==> src/rtl/cpl_timeout_tracker.sv <==
// Per-tag completion-timeout tracker: ages outstanding request tags on toggles of a
// configurable time-counter bit and reports expired tags over a ready/valid channel.
module cpl_timeout_tracker #(
  parameter int ENTRY_COUNT   = 64,
  parameter int TAG_WIDTH     = 6,
  parameter int COUNTER_WIDTH = 32,
  parameter int CLK_SHIFT     = 3,
  parameter int TICKS         = 2,
  parameter int AGE_WIDTH     = 3
) (
  input  logic                 clk,
  input  logic                 rst_n,
  input  logic [3:0]           cfg_cto,
  input  logic                 cfg_disable,
  input  logic                 add_valid,
  input  logic [TAG_WIDTH-1:0] add_tag,
  input  logic                 cpl_valid,
  input  logic [TAG_WIDTH-1:0] cpl_tag,
  output logic                 to_valid,
  output logic [TAG_WIDTH-1:0] to_tag,
  input  logic                 to_ready,
  output logic [TAG_WIDTH:0]   outstanding,
  output logic                 add_dup_err,
  output logic                 cpl_late
);

  localparam int SEL_W = (COUNTER_WIDTH > 1) ? $clog2(COUNTER_WIDTH) : 1;

  typedef enum logic [0:0] {S_IDLE = 1'b0, S_PRESENT = 1'b1} state_e;

  // Completion Timeout encoding to nanosecond bit index; unknown codes use the 50 ms class.
  function automatic logic [5:0] cto_ns_index(input logic [3:0] code);
    case (code)
      4'b0001: return 6'd16;
      4'b0010: return 6'd22;
      4'b0101: return 6'd24;
      4'b0110: return 6'd26;
      4'b1001: return 6'd28;
      4'b1010: return 6'd30;
      4'b1101: return 6'd32;
      4'b1110: return 6'd34;
      default: return 6'd24;
    endcase
  endfunction

  function automatic logic [SEL_W-1:0] cto_bit_sel(input logic [3:0] code);
    int s;
    s = int'(cto_ns_index(code)) - CLK_SHIFT;
    if (s < 0) begin
      s = 0;
    end else if (s > COUNTER_WIDTH - 1) begin
      s = COUNTER_WIDTH - 1;
    end else begin
      s = s;
    end
    return s[SEL_W-1:0];
  endfunction

  logic [COUNTER_WIDTH-1:0] cnt_q, cnt_d;
  logic [3:0]               cfg_cto_q;
  logic                     prev_bit_q, prev_bit_d;
  logic                     tick_q, tick_d;
  logic [SEL_W-1:0]         sel_s;

  logic [ENTRY_COUNT-1:0]   valid_q, valid_d;
  logic [ENTRY_COUNT-1:0]   expired_q, expired_d;
  logic [AGE_WIDTH-1:0]     age_q [ENTRY_COUNT];
  logic [AGE_WIDTH-1:0]     age_d [ENTRY_COUNT];

  state_e                   state_q, state_d;
  logic                     to_valid_q, to_valid_d;
  logic [TAG_WIDTH-1:0]     to_tag_q, to_tag_d;
  logic [TAG_WIDTH:0]       outstanding_q, outstanding_d;
  logic                     add_dup_err_q, add_dup_err_d;
  logic                     cpl_late_q, cpl_late_d;

  logic                     handshake_s;
  logic [ENTRY_COUNT-1:0]   pending_s;
  logic                     found_s;
  logic [TAG_WIDTH-1:0]     pick_s;

  // Time base and tick generation; a config change masks the tick for that cycle.
  always_comb begin
    cnt_d      = cnt_q + {{(COUNTER_WIDTH-1){1'b0}}, 1'b1};
    sel_s      = cto_bit_sel(cfg_cto);
    prev_bit_d = cnt_q[sel_s];
    tick_d     = (cnt_q[sel_s] != prev_bit_q) && !cfg_disable && (cfg_cto == cfg_cto_q);
  end

  // Per-entry update: add, then handshake clear, then retire, then ageing.
  always_comb begin
    valid_d     = valid_q;
    expired_d   = expired_q;
    age_d       = age_q;
    handshake_s = to_valid_q && to_ready;
    for (int i = 0; i < ENTRY_COUNT; i++) begin
      if (add_valid && (add_tag == TAG_WIDTH'(i))) begin
        valid_d[i]   = 1'b1;
        expired_d[i] = 1'b0;
        age_d[i]     = '0;
      end else if (handshake_s && (to_tag_q == TAG_WIDTH'(i)) && expired_q[i]) begin
        // A re-armed entry has expired cleared, so the handshake leaves it alone.
        valid_d[i]   = 1'b0;
        expired_d[i] = 1'b0;
        age_d[i]     = '0;
      end else if (cpl_valid && (cpl_tag == TAG_WIDTH'(i)) &&
                   !(to_valid_q && (to_tag_q == TAG_WIDTH'(i)))) begin
        valid_d[i]   = 1'b0;
        expired_d[i] = 1'b0;
        age_d[i]     = '0;
      end else if (tick_q && valid_q[i] && !expired_q[i]) begin
        age_d[i]     = age_q[i] + AGE_WIDTH'(1);
        expired_d[i] = ((age_q[i] + AGE_WIDTH'(1)) == AGE_WIDTH'(TICKS));
      end else begin
        valid_d[i]   = valid_q[i];
      end
    end
  end

  // Lowest-index expired entry not being added or retired this cycle.
  always_comb begin
    found_s = 1'b0;
    pick_s  = '0;
    for (int i = 0; i < ENTRY_COUNT; i++) begin
      pending_s[i] = valid_q[i] && expired_q[i] &&
                     !(add_valid && (add_tag == TAG_WIDTH'(i))) &&
                     !(cpl_valid && (cpl_tag == TAG_WIDTH'(i)));
      if (!found_s && pending_s[i]) begin
        found_s = 1'b1;
        pick_s  = TAG_WIDTH'(i);
      end else begin
        found_s = found_s;
      end
    end
  end

  // Report channel next-state and side outputs.
  always_comb begin
    state_d       = state_q;
    to_tag_d      = to_tag_q;
    outstanding_d = '0;
    add_dup_err_d = add_valid && valid_q[add_tag];
    cpl_late_d    = cpl_valid && (state_q == S_PRESENT) && (cpl_tag == to_tag_q);
    case (state_q)
      S_IDLE: begin
        if (found_s) begin
          state_d  = S_PRESENT;
          to_tag_d = pick_s;
        end else begin
          state_d  = S_IDLE;
        end
      end
      S_PRESENT: begin
        if (to_ready) begin
          state_d = S_IDLE;
        end else begin
          state_d = S_PRESENT;
        end
      end
      default: state_d = S_IDLE;
    endcase
    to_valid_d = (state_d == S_PRESENT);
    for (int i = 0; i < ENTRY_COUNT; i++) begin
      outstanding_d = outstanding_d + (TAG_WIDTH+1)'(valid_q[i]);
    end
  end

  // State registers.
  always_ff @(posedge clk or negedge rst_n) begin
    if (!rst_n) begin
      cnt_q         <= '0;
      cfg_cto_q     <= 4'b0000;
      prev_bit_q    <= 1'b0;
      tick_q        <= 1'b0;
      valid_q       <= '0;
      expired_q     <= '0;
      for (int i = 0; i < ENTRY_COUNT; i++) begin
        age_q[i] <= '0;
      end
      state_q       <= S_IDLE;
      to_valid_q    <= 1'b0;
      to_tag_q      <= '0;
      outstanding_q <= '0;
      add_dup_err_q <= 1'b0;
      cpl_late_q    <= 1'b0;
    end else begin
      cnt_q         <= cnt_d;
      cfg_cto_q     <= cfg_cto;
      prev_bit_q    <= prev_bit_d;
      tick_q        <= tick_d;
      valid_q       <= valid_d;
      expired_q     <= expired_d;
      age_q         <= age_d;
      state_q       <= state_d;
      to_valid_q    <= to_valid_d;
      to_tag_q      <= to_tag_d;
      outstanding_q <= outstanding_d;
      add_dup_err_q <= add_dup_err_d;
      cpl_late_q    <= cpl_late_d;
    end
  end

  assign to_valid    = to_valid_q;
  assign to_tag      = to_tag_q;
  assign outstanding = outstanding_q;
  assign add_dup_err = add_dup_err_q;
  assign cpl_late    = cpl_late_q;

endmodule
==> config.mk <==
export PLATFORM = sky130hd
export DESIGN_NAME = cpl_timeout_tracker
export DESIGN_NICKNAME = d
export VERILOG_FILES = /design/src/rtl/cpl_timeout_tracker.sv
export SDC_FILE = /design/constraint.sdc
export NUM_CORES = 1
export LEC_CHECK = 0
export ABC_AREA = 1
export CAP_MARGIN = 20
export CORE_ASPECT_RATIO = 0.75
export CORE_MARGIN = 4
export CORE_UTILIZATION = 50
export CTS_BUF_LIST = sky130_fd_sc_hd__clkbuf_2
export CTS_CLUSTER_DIAMETER = 200
export CTS_CLUSTER_SIZE = 10
export DETAILED_ROUTE_END_ITERATION = 10
export PLACE_DENSITY = 0.7
export SLEW_MARGIN = 30
export SYNTH_ARGS = -nofsm -noshare
export SYNTH_HDL_FRONTEND = slang
export SYNTH_SLANG_ARGS = --single-unit
==> constraint.sdc <==
create_clock -name clk -period 5.3 [get_ports clk]
set_input_delay 1.59 -clock clk [delete_from_list [all_inputs] [get_ports clk]]
set_output_delay 1.59 -clock clk [all_outputs]
set_load 0.02 [all_outputs]
After elaboration in Yosys (flattened, before gate mapping)
Memory sizes are Yosys's and may differ from the RTL's.
Cells that the tools add are included.

storage, ports and cells
  flip-flop bits (word level) = 374
  bits in read-only memories = 80
  memories kept = 1

memories
  name              words  width  rd ports  clocked after Yosys merged registers in  write ports  RTL line  text
  (name not given)  16     5      1         0                                        0            33        case (code)

cells by class
  add/sub/neg operators = 129
  $lt $le $gt $ge = 4
  eq/ne operators = 256
  muxes and demuxes = 840
  bitwise operators = 1
  reductions and logical operators = 1225

operators with widths
  cell                                                count
  logical AND 1 bit                                   773
  2-to-1 mux 3 bit                                    256
  == test 6 bit, second input constant                96
  2-to-1 mux 1 bit                                    517
  adder 7 x 1 -> 7 bit                                57
  2-to-1 mux 6 bit                                    62
  logical NOT 1 bit                                   320
  == test 6 x 5 -> 1 bit, second input constant       48
  nonzero test 4 bit                                  64
  adder 3 x 1 -> 3 bit, second input constant         64
  == test 3 x 2 -> 1 bit, second input constant       64
  nonzero test 3 bit                                  64
  == test 6 x 4 -> 1 bit, second input constant       24
  == test 6 x 3 -> 1 bit, second input constant       12
  == test 6 x 2 -> 1 bit, second input constant       6
  adder 32 x 1 -> 32 bit, second input constant       1
  == test 6 x 1 -> 1 bit, second input constant       3
  logical NOT 6 bit                                   3
  2-to-1 mux 5 bit                                    2
  adder 6 x 1 -> 7 bit                                1
  > comparator 7 x 6 -> 1 bit, second input constant  1
  < comparator 6 x 7 -> 1 bit, second input constant  1
  < comparator 7 x 1 -> 1 bit, second input constant  1
  subtractor 6 x 2 -> 7 bit, second input constant    1
  14 further kinds                                    14

Depth between registers and ports, before layout
Gate-level depths: netlist (run 1).

  depth after elaboration = 197
  mapped depth = 41
  mapped depth without buffers = 41

Worst setup path before layout (run 1)
Ideal clock, no wire load.

  kind = input-to-reg
  from = input add_tag[2]
  to = register to_tag_q[5], in the netlist to_tag[5]
  arrival = 5839 ps
  setup slack = -652 ps
  stages = 40
  cell sequence = inv_2 nand2_2 nor2_1 nand2_4 nand3b_4 nand2_4 nor2_4 nand4_4 nor2_4 nand4_2 nor2_2 nand4_1 nor2_2 nand4_2 nor2_2 nand4_2 nor2_2 nand4_2 [4 not listed] nor2_4 nand4_4 nor2_4 nand4_2 nor2_4 nand4_2 nor2_4 nand4_4 nor2_4 nand4_2 nor2_4 nand4_4 nor2_8 nand4_4 nand2_4 nand2_1 nand2_1 inv_1

between the ends
  word-level cells in the longest chain between the ends = 196

RTL lines
  item                                  RTL line  text
  from (decl)                           16        input logic [TAG_WIDTH-1:0] add_tag,
  logical NOT 6 bit                     126       !(add_valid && (add_tag == TAG_WIDTH'(i))) &&
  logical AND 1 bit                     126
  logical NOT 1 bit                     126
  logical AND 1 bit                     125       pending_s[i] = valid_q[i] && expired_q[i] &&
  logical AND 1 bit                     126
  2-to-1 mux 1 bit                      128       if (!found_s && pending_s[i]) begin
  logical NOT 1 bit                     128
  logical AND 1 bit                     128
  [180 not listed]                      --
  2-to-1 mux 1 bit                      128
  logical NOT 1 bit                     128
  logical AND 1 bit                     128
  2-to-1 mux 1 bit                      128
  logical NOT 1 bit                     128
  logical AND 1 bit                     128
  2-to-1 mux 1 bit                      128
  AND reduction 2 bit (no source line)  --
  to (signal assigned)                  196       to_tag_q <= to_tag_d;
  to (decl)                             72        logic [TAG_WIDTH-1:0] to_tag_q, to_tag_d;

Parallel ways exist; a longest one is shown, timed or not.
A chain may end at the register's enable or synchronous reset.

Worst setup path after layout (run 1)
  from = register valid_q[53]
  to = register outstanding_q[6], in the netlist outstanding[6]

between the ends
  word-level cells in the longest chain between the ends = 11

RTL lines
  item                                RTL line  text
  from (decl)                         65        logic [ENTRY_COUNT-1:0] valid_q, valid_d;
  from (signal assigned)              191       valid_q <= valid_d;
  adder 7 x 1 -> 7 bit (11 in a row)  164       outstanding_d = outstanding_d + (TAG_WIDTH+1)'(valid_q[i]);
  net outstanding_d[6]                73        logic [TAG_WIDTH:0] outstanding_q, outstanding_d;
  to (signal assigned)                197       outstanding_q <= outstanding_d;
  to (decl)                           73

The timed path passes the listed nets, and every way through them passes these cells.

==> results.md, run 1 <==
- The endpoint arrival time on the critical path is 6.99 ns.
- The die covers 51500 um^2.
- The routed design could run at a clock period as short as 5.98 ns.
- The sequential-to-total area share from yosys stat is 39.1%.
- On the final layout, the worst hold slack is 0.423 ns.
- CTS built an H-tree with a depth of 2.
- In this run the critical register-to-register path is launched from valid_q[53]$_DFFE_PN0P_.
- The biggest area contributor in the post-synthesis netlist is sky130_fd_sc_hd__dfrtp_1.
- STA classifies the critical path endpoint as a flip-flop.
- The final layout contains routed wiring with a total length of 86700 um.
- After synthesis, the most frequently instantiated cells are sky130_fd_sc_hd__inv_1 (502), sky130_fd_sc_hd__nor2_1 (461), sky130_fd_sc_hd__dfrtp_1 (374).
- The highest clock rate is 0.167 GHz.
- The final estimated routing congestion in global placement is 1.09.
- The die is 261 um wide.
- The register bit count reported by yosys is 374.
- The required time of the worst setup path is 6.31 ns.
- The proportion of register bits with asynchronous set or reset after synthesis is 100%.
- The violation count after the first detailed-routing iteration is 2231.
- The final reports fail on negative setup slack.
- The share of layout cells above drive strength 1 is 20.0%.
- The count of buffers from port buffering is 37.
- Yosys instantiated no cell more often than sky130_fd_sc_hd__inv_1.
- The flow ran to the end, but the final reports show violations.
- The path class of the tightest hold or removal check is input port to asynchronous set/reset pin.
- Summing over every cut layer, the via total after detailed routing is 22300.
- The first detailed-routing pass ran for 6 iterations.
- Sorting the synthesized cells by area gives the leading types as sky130_fd_sc_hd__dfrtp_1 (39%), sky130_fd_sc_hd__inv_1 (7.9%), sky130_fd_sc_hd__ha_1 (7.7%).
- Relative to the synthesized area, the layout overhead comes to 19.8%.
- The initial antenna violation count was 3.
- The number of different library cells used by synthesis comes to 55.
- The count of pins over their slew limit was 0.
- The worst setup path is launched from a flip-flop.
- The leftover overflow at the end of global routing is 0.
- The critical path crosses 20 cells after its start point.
- After detailed routing, the average wire length per cell comes to 21.7 um.
- The TritonCTS clock tree is done.
- The share of synthesized area in the top cell type comes to 39.1%.
- The master of the slowest instance on the critical path is sky130_fd_sc_hd__fa_2.
- The first global-routing pass estimated 132000 um of wire.
- The dominant cell type by count on the critical path is sky130_fd_sc_hd__fa_1.
- After detailed routing, the number of vias per cell comes to 5.59.
- The number of nets with antenna violations after routing is 0.
- Entering global routing, the biggest net connects 104 pins.
- The instance area after placement is 27800 um^2.
- The total track usage is 33.9%.
- The count of synthesis-stage warnings from yosys is 0.
- The worst setup path startpoint is valid_q[53]$_DFFE_PN0P_.
- After detailed routing, no signal wire sits above met4.
- Buffers inserted to repair hold after CTS numbered 0.
- The capture point of the worst path is outstanding[6]$_DFF_PN0_.
- The finished cells cover 28700 um^2.
- Max-cap violations in this run came to 0.
- Cells fill 60.5% of the core in the end.
- The placement row count is 69.
- The via count of the first global-routing pass was 21900.
- In this run, synthesis inferred 0 flip-flops with an integrated enable.
- The count of buffering cells on the critical path with inverters included is 7.
- The kind of cell with the highest combined delay along the critical path is adder cells.
- The number of nets at the end of the flow is 3563.
- The worst register-to-register path ends at outstanding[6]$_DFF_PN0_.
- The critical path is of the flip-flop to flip-flop type.
- The clock slew at the register clock pins of the worst setup and hold paths is 0.21 ns.
- Counting cells, the worst reg-to-reg path comes to 20.
- The number of clock buffers added by TritonCTS is 43.
- The worst register-to-register path has a setup slack of -0.68 ns.
- Setup violations remaining at the end of the flow were counted as 14.
- The met2 wire length is 35700 um.
- The number of failing hold endpoints at the final stage is 0.
- The DRC violation count after routing is 0.
- The cell area after synthesis is 23900 um^2.
- The most used flip-flop cell after synthesis is sky130_fd_sc_hd__dfrtp_1.
- The headroom to the max-slew limit is 28.8%.
- After routing, the total negative slack on setup checks comes to -5.37 ns.
- The critical path goes through fa_1, inv_2, fa_2, inv_2, fa_1, inv_1, fa_1, inv_1, fa_1, inv_1, fa_1, fa_2, fa_2, inv_2, ha_4, inv_2, fa_2, o21ai_2, a21oi_1, o21bai_1.
- The worst-case clock skew is 0.0901 ns.
- The critical-path maximum fanout is 2.
- The starting density of the core is 50.5%.
- Counting the fill cells in the layout gives 4179.
- Synthesis produced a netlist with a net count of 3128.
- The cell count after synthesis is 2905.
- The slew of the pin with the lowest slew margin is 1.06 ns.
- The region available for standard cell placement spans 47400 um^2.
- The tree built by TritonCTS fans out to 374 sinks.
- The later-pin clock latency in the skew report is 1.07 ns.
- Setup slack on the critical path of the routed design comes to -0.680 ns.
- The total met3 wirelength after detailed routing is 8140 um.
- The die outline height is 198 um.
- The worst path uses 113% of the clock period.
- The count of boundary I/O pins is 38.
- In this run the mean area of a mapped cell was 8.24 um^2.
- Setup repair after global routing could not meet its margin everywhere.
- After detailed routing, the wire length on met1 is 40000 um.
- In this design, the stage delay of the slowest critical-path cell is 0.59 ns.
- The wire-length estimate of the detail-placed layout is 69200 um.
- The number of buffers between clock root and the deepest sink is 3.
- The cell sitting at the root of the clock tree is a sky130_fd_sc_hd__clkbuf_2.
-- kinds of logic (layout without fill, tap and decap cells) --
logic type / Yosys count / after routing / synth area share, %
compound gates: 423 / 423 / 10.4
other cells: 0 / 7 / 0
fa+ha+maj: 201 / 201 / 12.2
buf+inv: 566 / 1004 / 8.96
xor+xnor: 162 / 162 / 5.93
flops: 374 / 374 / 39.1
simple gates: 1179 / 1179 / 23.4
-- routing by layer --
layer  vias up  track usage (%)
met5         -                0
met4         0             10.6
met3       160             7.15
met2       918             49.0
met1     10900             51.2
li1      10300                -
-- worst min path at each step --
| stage | startpoint | slack, ns | cells past startpoint | end |
|---|---|---|---|---|
| after floorplan | cnt_q[0]$_DFF_PN0_ | 0.42 | 1 | cnt_q[0]$_DFF_PN0_ |
| after global placement | cnt_q[0]$_DFF_PN0_ | 0.47 | 1 | cnt_q[0]$_DFF_PN0_ |
| after detailed placement | cnt_q[31]$_DFF_PN0_ | 0.47 | 1 | cnt_q[31]$_DFF_PN0_ |
| after CTS | cnt_q[31]$_DFF_PN0_ | 0.50 | 1 | cnt_q[31]$_DFF_PN0_ |
| after global routing | rst_n | 0.40 | 1 | age_q[112]$_DFFE_PN0P_ |
| final | rst_n | 0.42 | 1 | age_q[120]$_DFFE_PN0P_ |
-- flip-flops by register name, summed over array words and instances, names as in the netlist --
register     count
cpl_late         1
tick_q           1
outstanding      7
add_dup_err      1
to_tag           6
to_valid         1
cnt_q           32
prev_bit_q       1
age_q          192
expired_q       64
valid_q         64
cfg_cto_q        4
-- layout make-up --
cell class / count / area, um^2 / share of cell area [%]
Inverter: 523 / 1990 / 6.95
Tap cell: 639 / 800 / 2.79
Multi-Input combinational cell: 1965 / 12900 / 44.8
Timing Repair Buffer: 433 / 3380 / 11.8
Antenna cell: 7 / 17.5 / 0.0611
Clock buffer: 45 / 225 / 0.785
Sequential cell: 374 / 9360 / 32.6
Clock inverter: 3 / 42.5 / 0.148
-- stage by stage --
stage,setup slack (ns),std cells
4_1_cts,-0.678,3973
3_3_place_gp,-1.59,3892
3_5_place_dp,-1.68,3892
5_1_grt,-0.856,3987
6_report,-0.680,3989
2_1_floorplan,-0.581,2905
-- layout by cell type (no fill, tap or decap), types with 7 or more instances in the layout --
cell type	count
sky130_fd_sc_hd__a22oi_1	9
sky130_fd_sc_hd__fa_1	49
sky130_fd_sc_hd__buf_6	8
sky130_fd_sc_hd__inv_2	21
sky130_fd_sc_hd__o2111ai_1	8
sky130_fd_sc_hd__o311ai_0	8
sky130_fd_sc_hd__nand4_1	66
sky130_fd_sc_hd__nor2_1	445
sky130_fd_sc_hd__clkdlybuf4s50_1	22
sky130_fd_sc_hd__nor3_1	99
sky130_fd_sc_hd__nand3_1	114
sky130_fd_sc_hd__xor2_1	22
sky130_fd_sc_hd__nand4_4	9
sky130_fd_sc_hd__a21oi_1	182
sky130_fd_sc_hd__nor2_2	14
sky130_fd_sc_hd__nand2_4	13
sky130_fd_sc_hd__clkbuf_2	46
sky130_fd_sc_hd__inv_1	492
sky130_fd_sc_hd__buf_2	8
sky130_fd_sc_hd__a41oi_1	25
sky130_fd_sc_hd__xnor2_1	138
sky130_fd_sc_hd__buf_4	389
sky130_fd_sc_hd__a31oi_1	7
sky130_fd_sc_hd__dfrtp_1	373
sky130_fd_sc_hd__nand2_1	243
sky130_fd_sc_hd__o211ai_1	15
sky130_fd_sc_hd__o21ai_0	106
sky130_fd_sc_hd__nor4_1	41
sky130_fd_sc_hd__o221ai_1	12
sky130_fd_sc_hd__o311ai_1	12
sky130_fd_sc_hd__nand2_2	13
sky130_fd_sc_hd__or2_2	64
sky130_fd_sc_hd__nand4_2	9
sky130_fd_sc_hd__o22ai_1	17
sky130_fd_sc_hd__ha_1	144
sky130_fd_sc_hd__nor2_4	22
sky130_fd_sc_hd__diode_2	7
-- worst reg2reg max path: stages, from the launching register on --
cell and delay, ns:
sky130_fd_sc_hd__dfrtp_1 0.45, sky130_fd_sc_hd__fa_1 0.58, sky130_fd_sc_hd__inv_2 0.05, sky130_fd_sc_hd__fa_2 0.59, sky130_fd_sc_hd__inv_2 0.07, sky130_fd_sc_hd__fa_1 0.49
sky130_fd_sc_hd__inv_1 0.05, sky130_fd_sc_hd__fa_1 0.54, sky130_fd_sc_hd__inv_1 0.07, sky130_fd_sc_hd__fa_1 0.47, sky130_fd_sc_hd__inv_1 0.05, sky130_fd_sc_hd__fa_1 0.50
sky130_fd_sc_hd__fa_2 0.57, sky130_fd_sc_hd__fa_2 0.44, sky130_fd_sc_hd__inv_2 0.08, sky130_fd_sc_hd__ha_4 0.13, sky130_fd_sc_hd__inv_2 0.04, sky130_fd_sc_hd__fa_2 0.36
sky130_fd_sc_hd__o21ai_2 0.17, sky130_fd_sc_hd__a21oi_1 0.09, sky130_fd_sc_hd__o21bai_1 0.15
-- what timing repair did --
item                       in CTS  in global routing
resized for setup             100                 39
setup endpoints to repair      14                 14
buffers inserted               33                  8
pin swaps                      23                 16
Power of run 1 is left out: the tool's default activity adds up to more than one toggle a clock period on the data nets, which glitch-free logic cannot reach.
==> run 2: changes to the inputs <==
--- a/config.mk
+++ b/config.mk
@@ -6,6 +6,7 @@
 export NUM_CORES = 1
 export LEC_CHECK = 0
 export ABC_AREA = 1
+export ABC_CLOCK_PERIOD_IN_PS = 5300
 export CAP_MARGIN = 20
 export CORE_ASPECT_RATIO = 0.75
 export CORE_MARGIN = 4
==> results of run 2 <==
No change in the layout: final DEF, timing and power equal those of run 1.
Power of run 2 is left out for the same reason.
